==> src/rtl/conv_pkg.sv <==
// -----------------------------------------------------------------------------
// conv_pkg
// Shared definitions for the K=3 convolutional code. The encoder and the
// Viterbi decoder's branch-metric logic both use these definitions.
//   K           : constraint length
//   G0_DEFAULT  : generator for the upper symbol bit, taps {b, s1, s0}
//   G1_DEFAULT  : generator for the lower symbol bit, taps {b, s1, s0}
//   conv_state_e: encoder frame FSM states
//   tap_parity  : XOR of the generator-selected taps
// -----------------------------------------------------------------------------
package conv_pkg;

    localparam int K = 3;
    localparam int TAIL_LEN = K - 1;

    localparam logic [K-1:0] G0_DEFAULT = 3'b111;
    localparam logic [K-1:0] G1_DEFAULT = 3'b101;

    typedef enum logic [1:0] {
        ST_IDLE = 2'b00,
        ST_RUN  = 2'b01,
        ST_TAIL = 2'b10
    } conv_state_e;

    // Parity of the taps selected by one generator polynomial.
    function automatic logic tap_parity(input logic [K-1:0] taps, input logic [K-1:0] gen);
        return ^(taps & gen);
    endfunction

endpackage

==> src/rtl/conv_branch_sym.sv <==
// -----------------------------------------------------------------------------
// conv_branch_sym
// Combinational branch-symbol generator: the 2-bit code symbol produced when
// bit b enters an encoder holding state {s1, s0}. The decoder also uses it for
// its expected-symbol generation.
//   b    : information (or flush) bit being encoded
//   s1   : previous input bit
//   s0   : input bit before s1
//   g0   : generator for sym[1], taps {b, s1, s0}
//   g1   : generator for sym[0], taps {b, s1, s0}
//   sym  : {g0 parity, g1 parity}
// -----------------------------------------------------------------------------
module conv_branch_sym
    import conv_pkg::*;
(
    input  logic         b,
    input  logic         s1,
    input  logic         s0,
    input  logic [K-1:0] g0,
    input  logic [K-1:0] g1,
    output logic [1:0]   sym
);

    logic [K-1:0] taps_s;

    // Form the tap vector and reduce it under each generator.
    always_comb begin
        taps_s = {b, s1, s0};
        sym    = {tap_parity(taps_s, g0), tap_parity(taps_s, g1)};
    end

endmodule

==> src/rtl/conv_encoder_k3.sv <==
// -----------------------------------------------------------------------------
// conv_encoder_k3
// Rate-1/2, K=3 convolutional encoder with valid/ready streaming on both sides
// and an optional two-bit zero tail that terminates each frame in state 00.
// The output is a single register stage. It sustains one symbol per cycle
// because a symbol can retire and a new one can load in the same cycle.
//   clk       : clock, rising edge
//   rst_n     : asynchronous active-low reset
//   in_valid  : in_bit / in_last valid
//   in_ready  : encoder accepts an input bit this cycle
//   in_bit    : information bit
//   in_last   : final information bit of the frame
//   out_valid : out_sym / out_last valid
//   out_ready : downstream accepts the symbol
//   out_sym   : coded symbol {G0 bit, G1 bit}
//   out_last  : final symbol of the frame, tail included
//   busy      : frame in progress (RUN or TAIL)
// -----------------------------------------------------------------------------
module conv_encoder_k3
    import conv_pkg::*;
#(
    parameter logic [K-1:0] G0      = G0_DEFAULT,
    parameter logic [K-1:0] G1      = G1_DEFAULT,
    parameter bit           TAIL_EN = 1'b1
) (
    input  logic       clk,
    input  logic       rst_n,
    input  logic       in_valid,
    output logic       in_ready,
    input  logic       in_bit,
    input  logic       in_last,
    output logic       out_valid,
    input  logic       out_ready,
    output logic [1:0] out_sym,
    output logic       out_last,
    output logic       busy
);

    conv_state_e state_r, state_n_s;
    logic [1:0]  enc_st_r, enc_st_n_s;     // {s1, s0}
    logic        tail_cnt_r, tail_cnt_n_s; // 0: first flush bit next, 1: second
    logic        out_valid_r, out_valid_n_s;
    logic [1:0]  out_sym_r, out_sym_n_s;
    logic        out_last_r, out_last_n_s;
    logic        busy_r;

    logic        out_free_s;
    logic        in_ready_s;
    logic        accept_s;
    logic        tail_issue_s;
    logic        enc_bit_s;
    logic [1:0]  sym_s;

    // The output register can take a new symbol if empty or retiring now.
    // in_ready is forced low while reset is asserted.
    assign out_free_s   = !out_valid_r || out_ready;
    assign in_ready_s   = rst_n && (state_r != ST_TAIL) && out_free_s;
    assign accept_s     = in_valid && in_ready_s;
    assign tail_issue_s = (state_r == ST_TAIL) && out_free_s;
    assign enc_bit_s    = (state_r == ST_TAIL) ? 1'b0 : in_bit;

    conv_branch_sym u_branch (
        .b   (enc_bit_s),
        .s1  (enc_st_r[1]),
        .s0  (enc_st_r[0]),
        .g0  (G0),
        .g1  (G1),
        .sym (sym_s)
    );

    // Next-state logic for the frame FSM, encoder shift state and output stage.
    always_comb begin
        state_n_s     = state_r;
        enc_st_n_s    = enc_st_r;
        tail_cnt_n_s  = tail_cnt_r;
        out_valid_n_s = out_valid_r;
        out_sym_n_s   = out_sym_r;
        out_last_n_s  = out_last_r;

        if (accept_s) begin
            out_valid_n_s = 1'b1;
            out_sym_n_s   = sym_s;
            enc_st_n_s    = {in_bit, enc_st_r[1]};
            tail_cnt_n_s  = 1'b0;
            if (in_last) begin
                if (TAIL_EN) begin
                    state_n_s    = ST_TAIL;
                    out_last_n_s = 1'b0;
                end else begin
                    // Without a tail the next frame still has to start from 00.
                    state_n_s    = ST_IDLE;
                    enc_st_n_s   = 2'b00;
                    out_last_n_s = 1'b1;
                end
            end else begin
                state_n_s    = ST_RUN;
                out_last_n_s = 1'b0;
            end
        end else if (tail_issue_s) begin
            out_valid_n_s = 1'b1;
            out_sym_n_s   = sym_s;
            if (tail_cnt_r) begin
                out_last_n_s = 1'b1;
                state_n_s    = ST_IDLE;
                enc_st_n_s   = 2'b00;
                tail_cnt_n_s = 1'b0;
            end else begin
                out_last_n_s = 1'b0;
                enc_st_n_s   = {1'b0, enc_st_r[1]};
                tail_cnt_n_s = 1'b1;
            end
        end else if (out_valid_r && out_ready) begin
            out_valid_n_s = 1'b0;
            out_last_n_s  = 1'b0;
        end else begin
            // Stalled or idle: everything holds.
            out_valid_n_s = out_valid_r;
        end

        // An unreachable state encoding recovers to a clean idle.
        case (state_r)
            ST_IDLE, ST_RUN, ST_TAIL: begin
                state_n_s = state_n_s;
            end
            default: begin
                state_n_s     = ST_IDLE;
                enc_st_n_s    = 2'b00;
                tail_cnt_n_s  = 1'b0;
                out_valid_n_s = 1'b0;
                out_last_n_s  = 1'b0;
            end
        endcase
    end

    // State and output registers.
    always_ff @(posedge clk or negedge rst_n) begin
        if (!rst_n) begin
            state_r     <= ST_IDLE;
            enc_st_r    <= 2'b00;
            tail_cnt_r  <= 1'b0;
            out_valid_r <= 1'b0;
            out_sym_r   <= 2'b00;
            out_last_r  <= 1'b0;
            busy_r      <= 1'b0;
        end else begin
            state_r     <= state_n_s;
            enc_st_r    <= enc_st_n_s;
            tail_cnt_r  <= tail_cnt_n_s;
            out_valid_r <= out_valid_n_s;
            out_sym_r   <= out_sym_n_s;
            out_last_r  <= out_last_n_s;
            busy_r      <= (state_n_s != ST_IDLE);
        end
    end

    assign in_ready  = in_ready_s;
    assign out_valid = out_valid_r;
    assign out_sym   = out_sym_r;
    assign out_last  = out_last_r;
    assign busy      = busy_r;

endmodule

==> config.mk <==
export PLATFORM = sky130hd
export DESIGN_NAME = conv_encoder_k3
export DESIGN_NICKNAME = d
export VERILOG_FILES = /design/src/rtl/conv_pkg.sv /design/src/rtl/conv_branch_sym.sv /design/src/rtl/conv_encoder_k3.sv
export SDC_FILE = /design/constraint.sdc
export NUM_CORES = 1
export LEC_CHECK = 0
export ABC_AREA = 1
export ABC_CLOCK_PERIOD_IN_PS = 1350
export CELL_PAD_IN_SITES_DETAIL_PLACEMENT = 0
export CELL_PAD_IN_SITES_GLOBAL_PLACEMENT = 1
export CORE_UTILIZATION = 33
export DETAILED_ROUTE_END_ITERATION = 7
export PLACE_DENSITY = 0.73
export SLEW_MARGIN = 20
export SYNTH_ARGS = -nofsm -noshare
export SYNTH_HDL_FRONTEND = slang
export SYNTH_HIERARCHICAL = 1
export SYNTH_SLANG_ARGS = --single-unit
==> constraint.sdc <==
create_clock -name clk -period 1.35 [get_ports clk]
set_clock_uncertainty 0.15 [all_clocks]
set_input_delay 0.405 -clock clk [delete_from_list [all_inputs] [get_ports clk]]
set_output_delay 0.405 -clock clk [all_outputs]
set_load 0.05 [all_outputs]
* After elaboration in Yosys (flattened, before gate mapping)
Cells that the tools add are included.
** Storage, ports and cells
- Flip-flop bits (word level) :: 10
- Logic and storage cells :: 49
** Operators by class
- Equality and inequality tests :: 5
- Mux-type cells :: 24
- Reductions and logical operators :: 13
** Operators by type and width (count)
- $mux W2 :: 10
- $mux W1 :: 14
- $reduce_xor A3 Y1 :: 2
- $logic_and A1 B1 Y1 :: 5
- $ne A4 B4 Y1 const B :: 1
- $reduce_bool A2 Y1 :: 2
- $ne A3 B3 Y1 const B :: 1
- $reduce_or A3 Y1 :: 1
- $eq A2 B1 Y1 const B :: 1
- $eq A2 B2 Y1 const B :: 1
- $logic_not A2 Y1 :: 1
- $ne A2 B2 Y1 const B :: 1
- $logic_not A1 Y1 :: 1
- $logic_or A1 B1 Y1 :: 1

* Logic depth before layout (Yosys ltp)
- Word-level depth :: 7
- Gate-level depth with buffers :: 9
- Gate-level depth less buffers :: 9

* By module
The synthesis kept the hierarchy.
** By module, submodules not included
- conv_encoder_k3 :: times used 1, cells each 70, area an instance 510.5 um^2, sequential area each 250.2 um^2
- conv_branch_sym :: times used 1, cells each 22, area an instance 87.6 um^2, sequential area each 0.0 um^2

* Worst setup path before layout
Ideal clock, no wire load.
- Path type :: register to output
- Start :: register out_valid_r, in the netlist out_valid
- End :: output port in_ready
- Arrival :: 1.207 ns
- Path slack :: -0.412 ns
- Cell stages (with the launch flop) :: 6
- Path buffers :: 0
- Path through :: dfrtp_1 inv_1 nor2_1 nor2_1 nand2_1 inv_1
** On the way
- Cells in the longest elaborated chain, start to end :: 3
** Ends and longest elaborated chain
- from (decl) :: line conv_encoder_k3.sv:42 : logic out_valid_r, out_valid_n_s;
- from (signal assigned) :: line conv_encoder_k3.sv:149 : out_valid_r <= out_valid_n_s;
- $logic_not A1 Y1 :: line conv_encoder_k3.sv:56 : assign out_free_s = !out_valid_r || out_ready;
- $logic_or A1 B1 Y1 :: line conv_encoder_k3.sv:56
- $logic_and A1 B1 Y1 :: line conv_encoder_k3.sv:57 : assign in_ready_s = rst_n && (state_r != ST_TAIL) && out_free_s;
- to (decl) :: line conv_encoder_k3.sv:29 : output logic in_ready,
Every way passes these cells.

* Worst setup path in the final report
Ends and elaborated chain as after synthesis.

==> summary.txt <==
Logic synthesis
  • Yosys warns: 6
  • Syn Inst Count: 92
  • Register area share after synthesis: 41.8%
  • Area share of the largest cell type after synthesis: 41.8%
  • Cell variety after synth: 12
  • Synth Register Bits: 10
  • Area leader, netlist: dfrtp_1
  • Syn Std Cell Area: 598 um^2
  • Synth top area cells: dfrtp_1, nand2_1, inv_1
  • Post-Syn Area per Cell: 6.50 um^2

Finish
  • Final Util: 59.8%
  • Layout cell share with drive strength beyond 1: 32.8%
  • Total Nets Final: 132
  • ANT cells: 0
  • Layout area overhead: 70.7%
  • Design area: 0.00102 mm^2

Worst setup path
  • Critical path class: flop to output pin
  • Crit-path most repeated cell: nor2_4
  • Critical Path, Cell by Cell: inv_2 > nor2_4 > nor2_4 > nand2_2 > clkinvlp_4 > buf_12
  • CP Launch Type: flop
  • CP arrival: 1.20 ns
  • Crit-path max FO: 2
  • Worst path slowest cell: dfrtp_2
  • Largest stage delay, worst path: 0.37 ns
  • Worst path required time: 0.80 ns
  • Worst r2r src: out_valid$_DFFE_PN0P_
  • Crit. End Element: output pin
  • Worst Setup SP: out_valid$_DFFE_PN0P_
  • CP delay by family, top: flip-flops
  • CP bufs+invs: 3

Die
  • I/O pin count: 12
  • Die Wd: 44.6 um
  • Initial core utilization: 35.0%
  • Die Ht: 44.6 um
  • Core Region: 0.00171 mm^2
  • Die area: 0.00199 mm^2
  • Site Rows: 15

Clock network
  • Clock slew at reported path FFs: 0.07 ns
  • CTS max path bufs: 2
  • Skew-Pair Late Insertion Delay: 0.27 ns
  • TritonCTS Buffers: 3
  • CTS HTree Levels: 1
  • Number of clock sinks: 10
  • TritonCTS clock tree: built
  • Root Buffer: clkbuf_4

Place
  • Port bufs: 11
  • Placed instance area: 897 um^2
  • GPL Wtd Cong: 0.733
  • DP Wirelength: 1.06 mm
  • Pre-CTS setup slack: -0.612 ns

Global route
  • Initial antenna violation count: 0
  • Vias in the first global route: 581
  • Largest net degree at the start of global routing: 12
  • First-pass GRT wire length: 2.37 mm
  • GRT overflow: 0
  • Gr usage total: 16.9%

Timing
  • Setup Total Neg Slack: -1.38 ns
  • Tcrit/Tclk final: 130%
  • RSZ-0062 raised after global routing: yes
  • Tmin final: 1.75 ns
  • Slew Limit Fails: 0
  • # setup viols final: 15
  • Min Hold Slack: 0.0509 ns
  • Maximum clock rate: 570 MHz
  • Final Hold Vio Count: 0
  • Fin worst setup slack: -0.403 ns

Outcome
  • Status: complete, but fails checks
  • Violated checks: negative setup slack

Power and ir drop
  • Leakage: 0.000577 uW
  • Peak VDD IR: 1160 uV
  • P per Cell Area: 2230 mW/mm^2

Hold path
  • Worst Hold Class: input port to async pin

Routing
  • Residual DRC count: 0
  • Via count: 603
  • DRT Wirelength: 1.37 mm
  • Final ANT Viol Nets: 0
  • Via density: 4.02
  • Wire per inst: 9.16 um
  • First-pass DRT Iterations: 4
  • Violation count after the first detailed-route iteration: 7

Job
  • Max Cap Viol: 0
==> report_power, final <==
part	internal [uW]	leakage, uW	switching [uW]
Sequential	436	0.000127	127
Combinational	678	0.000435	812
Clock	114	0.0000150	107
Total	1230	0.000577	1050
==> through the flow <==
step | cells | total power (uW)
after floorplan | 98 | 1250
after global placement | 143 | 1840
after detailed placement | 143 | 1840
after CTS | 148 | 2140
after global routing | 150 | 2440
final | 150 | 2270
==> metal layers <==
metal	GRT usage [%]	vias to the layer above	part of all wire (%)
li1	-	332	-
met2	27.4	7	48
met3	2.45	5	2.8
met1	21.7	259	47
met4	9.09	0	2.3
met5	0	-	0
==> synth_stat cells (all sizes together) <==
| library cell | count |
|---|---|
| nand3b | 1 |
| nand3 | 6 |
| dfrtp | 10 |
| conb | 2 |
| nand2 | 44 |
| o21ai | 2 |
| nand4 | 3 |
| inv | 18 |
| nor2 | 6 |
==> worst paths after layout <==
kind / to / slack (ns) / depth (start not counted)
max in group asynchronous: state_r[0]$_DFF_PN0_ / 0.83 / 2
worst max-delay path: in_ready / -0.40 / 6
worst min register to register: out_sym[0]$_DFFE_PN0P_ / 0.38 / 2
worst min-delay path: enc_st_r[0]$_DFFE_PN0P_ / 0.05 / 2
min in group clk: out_sym[0]$_DFFE_PN0P_ / 0.38 / 2
worst max register to register: out_sym[1]$_DFFE_PN0P_ / -0.08 / 8
==> worst register-to-register path, cell delays in order, from the launching register on <==
cell and delay (ns):
dfrtp_2 0.41, buf_4 0.13, buf_6 0.12, nand2_8 0.08, nand4_4 0.11, nand2_4 0.15, inv_2 0.06, nand2_2 0.05
nand2_2 0.05
==> cell families after synthesis <==
logic type	count (synthesis)	synth area share, %
AOI/OAI and AO/OA	2	1.67
other	2	1.26
and+or+nand+nor	60	43.9
DFF	10	41.8
buffers and inverters	18	11.3
==> sequential cells by signal, summed over array words and instances, names as in the netlist <==
register	count
tail_cnt_r	1
out_last	1
state_r	2
busy	1
out_valid	1
out_sym	2
enc_st_r	2
==> timing repair <==
item | 4_1_cts | 5_1_grt
hold buffers | 0 | 0
hold endpoints to repair | 0 | 0
setup buffers | 1 | 2
resized for setup | 13 | 12
setup endpoints to repair | 16 | 15
pin swaps | 7 | 5
==> layout make-up <==
cell class                 instances  area [um^2]
inverter                          18         71.3
fill                             150          687
timing repair buffer              23          260
tap                               25         31.3
sequential                        10          251
multi-input combinational         70          380
clock buffer                       4         26.3
==> placed cells by master (no fill, tap or decap), drive strengths merged <==
cell,Yosys,layout
nand2,44,44
buf,0,18
inv,18,17
dfrtp,10,10
conb,2,8
nand3,6,6
nor2,6,6
clkbuf,0,4
dlygate4sd2,0,3
nand4,3,3
o21ai,2,2
clkinvlp,0,1
nand3b,1,1
clkdlybuf4s50,0,1
clkdlybuf4s15,0,1
No activity file was read; power rests on OpenSTA's default activity.
